<file path="config.mk">
export PLATFORM = sky130hd
export DESIGN_NAME = debug_unit
export DESIGN_NICKNAME = d
export VERILOG_FILES = /design/src/rtl/debug_unit.sv
export SDC_FILE = /design/constraint.sdc
export NUM_CORES = 1
export LEC_CHECK = 0
export BUFFER_PORTS_ARGS = -buffer_cell sky130_fd_sc_hd__clkbuf_2
export CAP_MARGIN = 30
export CORE_UTILIZATION = 51
export DETAILED_ROUTE_END_ITERATION = 12
export GPL_ROUTABILITY_DRIVEN = 0
export GPL_TIMING_DRIVEN = 0
export PLACE_DENSITY_LB_ADDON = 0.25
export SKIP_CTS_REPAIR_TIMING = 1
export SYNTH_ARGS = -nofsm -noshare
export SYNTH_HDL_FRONTEND = slang
export SYNTH_SLANG_ARGS = --single-unit
</file>
<file path="constraint.sdc">
create_clock -name clk -period 2.01 [get_ports clk]
set_clock_uncertainty 0.1 [all_clocks]
set_input_delay 0.3015 -clock clk [delete_from_list [all_inputs] [get_ports clk]]
set_output_delay 0.3015 -clock clk [all_outputs]
set_load 0.02 [all_outputs]
</file>
<file path="src/rtl/debug_unit.sv">
// debug_unit -- UART-driven debug controller for a small pipeline.
//
// Accepts single-byte commands from a UART receiver:
//   'L' N w0..wN-1 : load N 32-bit words (N=0 means 256) into instruction
//                    memory starting at word 0, each word sent MSB first.
//                    The cycle counter is cleared when the last word lands.
//   'C'            : run the pipeline until halt, then dump state.
//   'S'            : single-step the pipeline one cycle, then dump state.
// A dump is 7 words (pc, cycle counter, reg_16..reg_20) sent MSB first
// as 28 bytes over the transmitter, paced by tx_busy.
//
// Ports:
//   clk, reset (async, active-low)
//   rx_data[7:0], rx_valid       : received byte and its strobe
//   tx_data[7:0], tx_start       : byte to send and its launch strobe
//   tx_busy                      : transmitter busy
//   halt, pc[31:0], reg_16..reg_20[31:0] : pipeline observation taps
//   imem_we, imem_addr[7:0], imem_wdata[31:0] : instruction-memory write port
//   pipe_enable                  : clock enable for all pipeline stages
module debug_unit (
  input  logic        clk,
  input  logic        reset,
  input  logic [7:0]  rx_data,
  input  logic        rx_valid,
  output logic [7:0]  tx_data,
  output logic        tx_start,
  input  logic        tx_busy,
  input  logic        halt,
  input  logic [31:0] pc,
  input  logic [31:0] reg_16,
  input  logic [31:0] reg_17,
  input  logic [31:0] reg_18,
  input  logic [31:0] reg_19,
  input  logic [31:0] reg_20,
  output logic        imem_we,
  output logic [7:0]  imem_addr,
  output logic [31:0] imem_wdata,
  output logic        pipe_enable
);

  typedef enum logic [2:0] {
    IDLE, LOAD_CNT, LOAD_BYTE, RUN, STEP, DUMP_SNAP, DUMP_SEND, DUMP_WAIT
  } state_t;

  state_t        state, state_nxt;
  logic [8:0]    words_left;   // words still to load, 1..256
  logic [1:0]    load_idx;     // byte position within the word being loaded
  logic [23:0]   asm_bytes;    // first three bytes of the word being loaded
  logic [4:0]    dump_idx;     // index of the byte currently in flight
  logic          skip;         // one-cycle hold-off before trusting tx_busy
  logic [223:0]  snap;         // dump shift register, next byte in the top 8 bits
  logic [31:0]   cycle_cnt;

  logic          word_done;
  assign word_done = (state == LOAD_BYTE) && rx_valid && (load_idx == 2'd3);

  always_comb begin
    state_nxt   = state;
    pipe_enable = 1'b0;
    case (state)
      IDLE: begin
        if (rx_valid) begin
          case (rx_data)
            8'h4C:   state_nxt = LOAD_CNT;
            8'h43:   state_nxt = RUN;
            8'h53:   state_nxt = STEP;
            default: state_nxt = IDLE;
          endcase
        end
      end
      LOAD_CNT:  if (rx_valid) state_nxt = LOAD_BYTE;
      // Leave as soon as the last byte arrives; the write strobe itself
      // lands in the following cycle regardless of state.
      LOAD_BYTE: if (word_done && (words_left == 9'd1)) state_nxt = IDLE;
      RUN: begin
        if (halt) state_nxt = DUMP_SNAP;
        else      pipe_enable = 1'b1;
      end
      STEP: begin
        pipe_enable = 1'b1;
        state_nxt   = DUMP_SNAP;
      end
      DUMP_SNAP: state_nxt = DUMP_SEND;
      DUMP_SEND: if (!tx_busy) state_nxt = DUMP_WAIT;
      DUMP_WAIT: begin
        if (!skip && !tx_busy)
          state_nxt = (dump_idx == 5'd27) ? IDLE : DUMP_SEND;
      end
      default: state_nxt = IDLE;
    endcase
  end

  always_ff @(posedge clk or negedge reset) begin
    if (!reset) begin
      state      <= IDLE;
      tx_start   <= 1'b0;
      tx_data    <= 8'h00;
      imem_we    <= 1'b0;
      imem_addr  <= 8'h00;
      imem_wdata <= 32'h0;
      words_left <= 9'd0;
      load_idx   <= 2'd0;
      asm_bytes  <= 24'h0;
      dump_idx   <= 5'd0;
      skip       <= 1'b0;
      snap       <= 224'h0;
      cycle_cnt  <= 32'h0;
    end else begin
      state    <= state_nxt;
      tx_start <= 1'b0;
      imem_we  <= 1'b0;
      // Address advances after every write and wraps naturally at 8 bits.
      if (imem_we)     imem_addr <= imem_addr + 8'd1;
      if (pipe_enable) cycle_cnt <= cycle_cnt + 32'd1;
      case (state)
        LOAD_CNT: begin
          if (rx_valid) begin
            words_left <= (rx_data == 8'h00) ? 9'd256 : {1'b0, rx_data};
            load_idx   <= 2'd0;
            imem_addr  <= 8'h00;
          end
        end
        LOAD_BYTE: begin
          if (rx_valid) begin
            asm_bytes <= {asm_bytes[15:0], rx_data};
            load_idx  <= load_idx + 2'd1;
            if (load_idx == 2'd3) begin
              imem_we    <= 1'b1;
              imem_wdata <= {asm_bytes, rx_data};
              words_left <= words_left - 9'd1;
              if (words_left == 9'd1) cycle_cnt <= 32'h0;
            end
          end
        end
        DUMP_SNAP: begin
          snap     <= {pc, cycle_cnt, reg_16, reg_17, reg_18, reg_19, reg_20};
          dump_idx <= 5'd0;
        end
        DUMP_SEND: begin
          if (!tx_busy) begin
            tx_data  <= snap[223:216];
            snap     <= {snap[215:0], 8'h00};
            tx_start <= 1'b1;
            skip     <= 1'b1;
          end
        end
        DUMP_WAIT: begin
          // The transmitter raises busy only the cycle after tx_start,
          // so the first cycle here is skipped before sampling it.
          if (skip) skip <= 1'b0;
          else if (!tx_busy && (dump_idx != 5'd27)) dump_idx <= dump_idx + 5'd1;
        end
        default: ;
      endcase
    end
  end

endmodule

</file>
==> results.md <==
* Status: finished with violations
* Failing checks: hold timing, setup timing
* Reg area at 8770 um2
* Number of global-route vias before repair at between 10000 and 15000
* Clock Tree Buf Depth at 3
* Fillers at ~2400
* Final Cell Area at 20600 um2
* Critical path arrival at roughly 2.6 ns
* Area occupied by multi-input gates at 7200 um2
* Critical path's slowest cell: a2111o_1
* DR vias at 12700
* Gr ovfl total at 0
* Register area share after synthesis at 0.548
* HP Class: in -> reg
* Routed WL at roughly 42000 um
* Tcrit/Tclk final at 1.14
* H-tree levels at 2
* Core area at a little over 30000 um2
* Ports at 256
* Max Cap Violations at 0
* Pin count of the biggest net entering global routing at ~110
* Clock Latency Late Sink at between 0.5 and 0.6 ns
* TNS Setup at -4.96 ns
* Synth warnings at 0
* Post-synthesis xor/xnor area fraction at 0.00877
* Wire per inst at approximately 18 um
* Yosys top cell area share at 0.548
* Root buf cell: clkbuf_16
* Crit-path max cell delay at around 0.56 ns
* CP startpoint kind: register
* Mux cell area share after synthesis at 0.183
* P&R area growth vs syn at 29.1%
* Synth Instances at about 1500
* Worst path required time at ~2.3 ns
* CTS tree: done
* First-pass GRT wire length at ~65000 um
* Post-Syn Area at about 16000 um2
* EDFF count, synth at 0
* Leak pwr at ~11 nW
* Type of the worst setup path: reg -> reg
* Die height at ~180 um
* CTS Buf Count at 38
* Synth Net Count at 1710
* Tightest hold margin at -0.0292 ns
* Register clock-pin slew on the reported worst setup and hold paths at 0.06 ns
* Worst slew margin at 0.545
* Residual DRC at 0
* Synth area leaders: dfrtp_1 (55%), mux2i_1 (14%), o21ai_0 (7.9%), nand2_1 (6.2%), mux2_2 (4.6%)
* Gr usage total at 0.256
* Initial antenna violation count at 4
* PwrDens at between 1000 and 1500 nW/um2
* Die W at 179 um
* Mean Syn Cell Area at between 10 and 15 um2
* Final worst setup slack at -0.285 ns
* CP Max Fanout at 7
* DR pass1 iterations at 5
* Initial DRC Count at between 700 and 800
* RSZ-0062 raised after global routing: true
* Fin. max-slew vios at 0
* Synth Area in Compound Gates at 0.115
* Clock sink total at 350
* CP endpoint kind: register
* I/O Buffers at ~260
* Worst-path cell chain: buf_6 -> or3b_4 -> a2111o_1 -> buf_6 -> buf_6 -> o31ai_4 -> a21oi_1
* Main combinational cell family by area after synthesis: multiplexers
* Synth Area in Adders at 0.00470
* Final hold vios at 55
* Dominant cell type by area after synthesis: dfrtp_1
* Cell Area, Placed at 17900 um2
* Netlist cell types at 62
* ANT nets after route at 0
* Layout Nets at between 2000 and 2500
* Placed wire-length estimate at ~29000 um
* Primary FF master, synth: dfrtp_1
* Most used cell, CP: buf_6
* Peak supply drop at about 1.1 mV
* Maximum clock rate at 436 MHz
* Setup violations, final at 33
* Total Die Area at 32000 um2
* Initial Utilization at 0.521
* Synth Area in Simple Gates at 0.112
* Synth async-reset ratio at 1.00
* Final min period at around 2.3 ns
* # rows at 64
* Via/cell ratio at approximately 5.6
* Seq cells post-synth at 350
* Share of cells above drive strength 1 at 0.332
* Worst Max-Slew Pin Slew at about 0.68 ns
* Final Power at roughly 23 mW
cell type report:
type	instances	share of cell area
Sequential cell	350	0.425
Multi-Input combinational cell	1038	0.349
Timing Repair Buffer	333	0.0985
Buffer	94	0.0393
Antenna cell	3	0.000364
Inverter	13	0.00237
Clock buffer	46	0.0505
Tap cell	396	0.0240
Clock inverter	19	0.0104
worst max-delay path, delay by kind of cell, from the launching register on:
family	cells	cell delay (ns)
AND/OR/NAND/NOR	1	0.40
buffers and inverters	3	0.43
flip-flops	1	0.37
AO/OA/AOI/OAI	3	0.86
synth_stat cells, drive strengths merged, types with 2 or more instances:
cell,instances
or3,9
nor4bb,3
o2bb2ai,3
nand4,14
a22oi,3
xnor2,9
o41ai,4
nor2b,2
o21a,2
mux2,65
ha,6
a211oi,2
or4,13
a31o,2
a21oi,33
o21ai,254
xor2,7
nor4,5
or3b,2
nand3,13
inv,13
or2,7
o31ai,10
mux2i,219
nor3,6
nor3b,5
buf,30
nand2,264
a2111oi,3
o211ai,5
a31oi,2
and4,2
dfrtp,350
and2,3
a21bo,2
a2111o,2
nor2,35
clkbuf,68
nand3b,2
or4b,4
state kept, by name, indices dropped and copies added, names as in the netlist:
name,count
imem_addr,8
cycle_cnt,32
imem_wdata,32
dump_idx,5
words_left,9
snap,224
tx_start,1
state,3
asm_bytes,24
load_idx,2
imem_we,1
skip,1
tx_data,8
cells by family (layout without fill, tap and decap cells):
family          count (synthesis)  after routing
fa+ha+maj                       6              6
mux                           284            284
xor+xnor                       16             16
other cells                     0              3
simple gates                  396            396
flops                         350            350
buf+inv                       111            505
compound gates                336            336
power by group:
group / switching [mW] / leakage (nW) / internal [mW] / total [mW]
registers: 1.60 / 4.51 / 9.30 / 10.9
clock network: 2.82 / 0.625 / 4.20 / 7.02
logic: 2.91 / 5.81 / 2.61 / 5.52
cell usage in the layout, fill, tap and decap left out, types with 17 or more instances in the layout:
master         instances
mux2_2                65
clkbuf_2             285
dlygate4sd3_1         17
buf_6                 22
a21oi_1               19
mux2i_1              208
buf_4                 53
clkbuf_16             38
dfrtp_1              339
nor2_1                26
o21ai_0              244
nand2_1              262
metrics by stage:
stage / worst slack, ns / cells / util
after floorplan: -0.135 / 1499 / -
after global placement: -7.09 / 2150 / 0.580
after detailed placement: -0.855 / 2155 / 0.584
after CTS: -0.925 / 2220 / 0.625
after global routing: -0.335 / 2291 / 0.672
final: -0.285 / 2292 / 0.672
routing by layer:
layer  wire length, um  GRT usage  part of all wire
met1             17500      0.336              0.42
met2             20700      0.420              0.49
met3              2870     0.0615             0.068
met4              1040     0.0773             0.025
met5                13          0           0.00031
path summary, 6_finish.rpt:
| path | start | end | slack, ns | depth (start not counted) |
|---|---|---|---|---|
| worst max-delay path | state[1]$_DFFE_PN0P_ | cycle_cnt[24]$_DFF_PN0_ | -0.28 | 7 |
| worst min-delay path | reg_18[5] | snap[69]$_DFFE_PN0P_ | -0.03 | 3 |
| worst max register to register | state[1]$_DFFE_PN0P_ | cycle_cnt[24]$_DFF_PN0_ | -0.28 | 7 |
| worst min register to register | snap[113]$_DFFE_PN0P_ | snap[113]$_DFFE_PN0P_ | 0.38 | 2 |
| max in group asynchronous | reset | cycle_cnt[15]$_DFF_PN0_ | 0.51 | 3 |
| min in group asynchronous | reset | tx_data[3]$_DFFE_PN0P_ | 0.30 | 2 |
(Power assumes the default switching activity.)
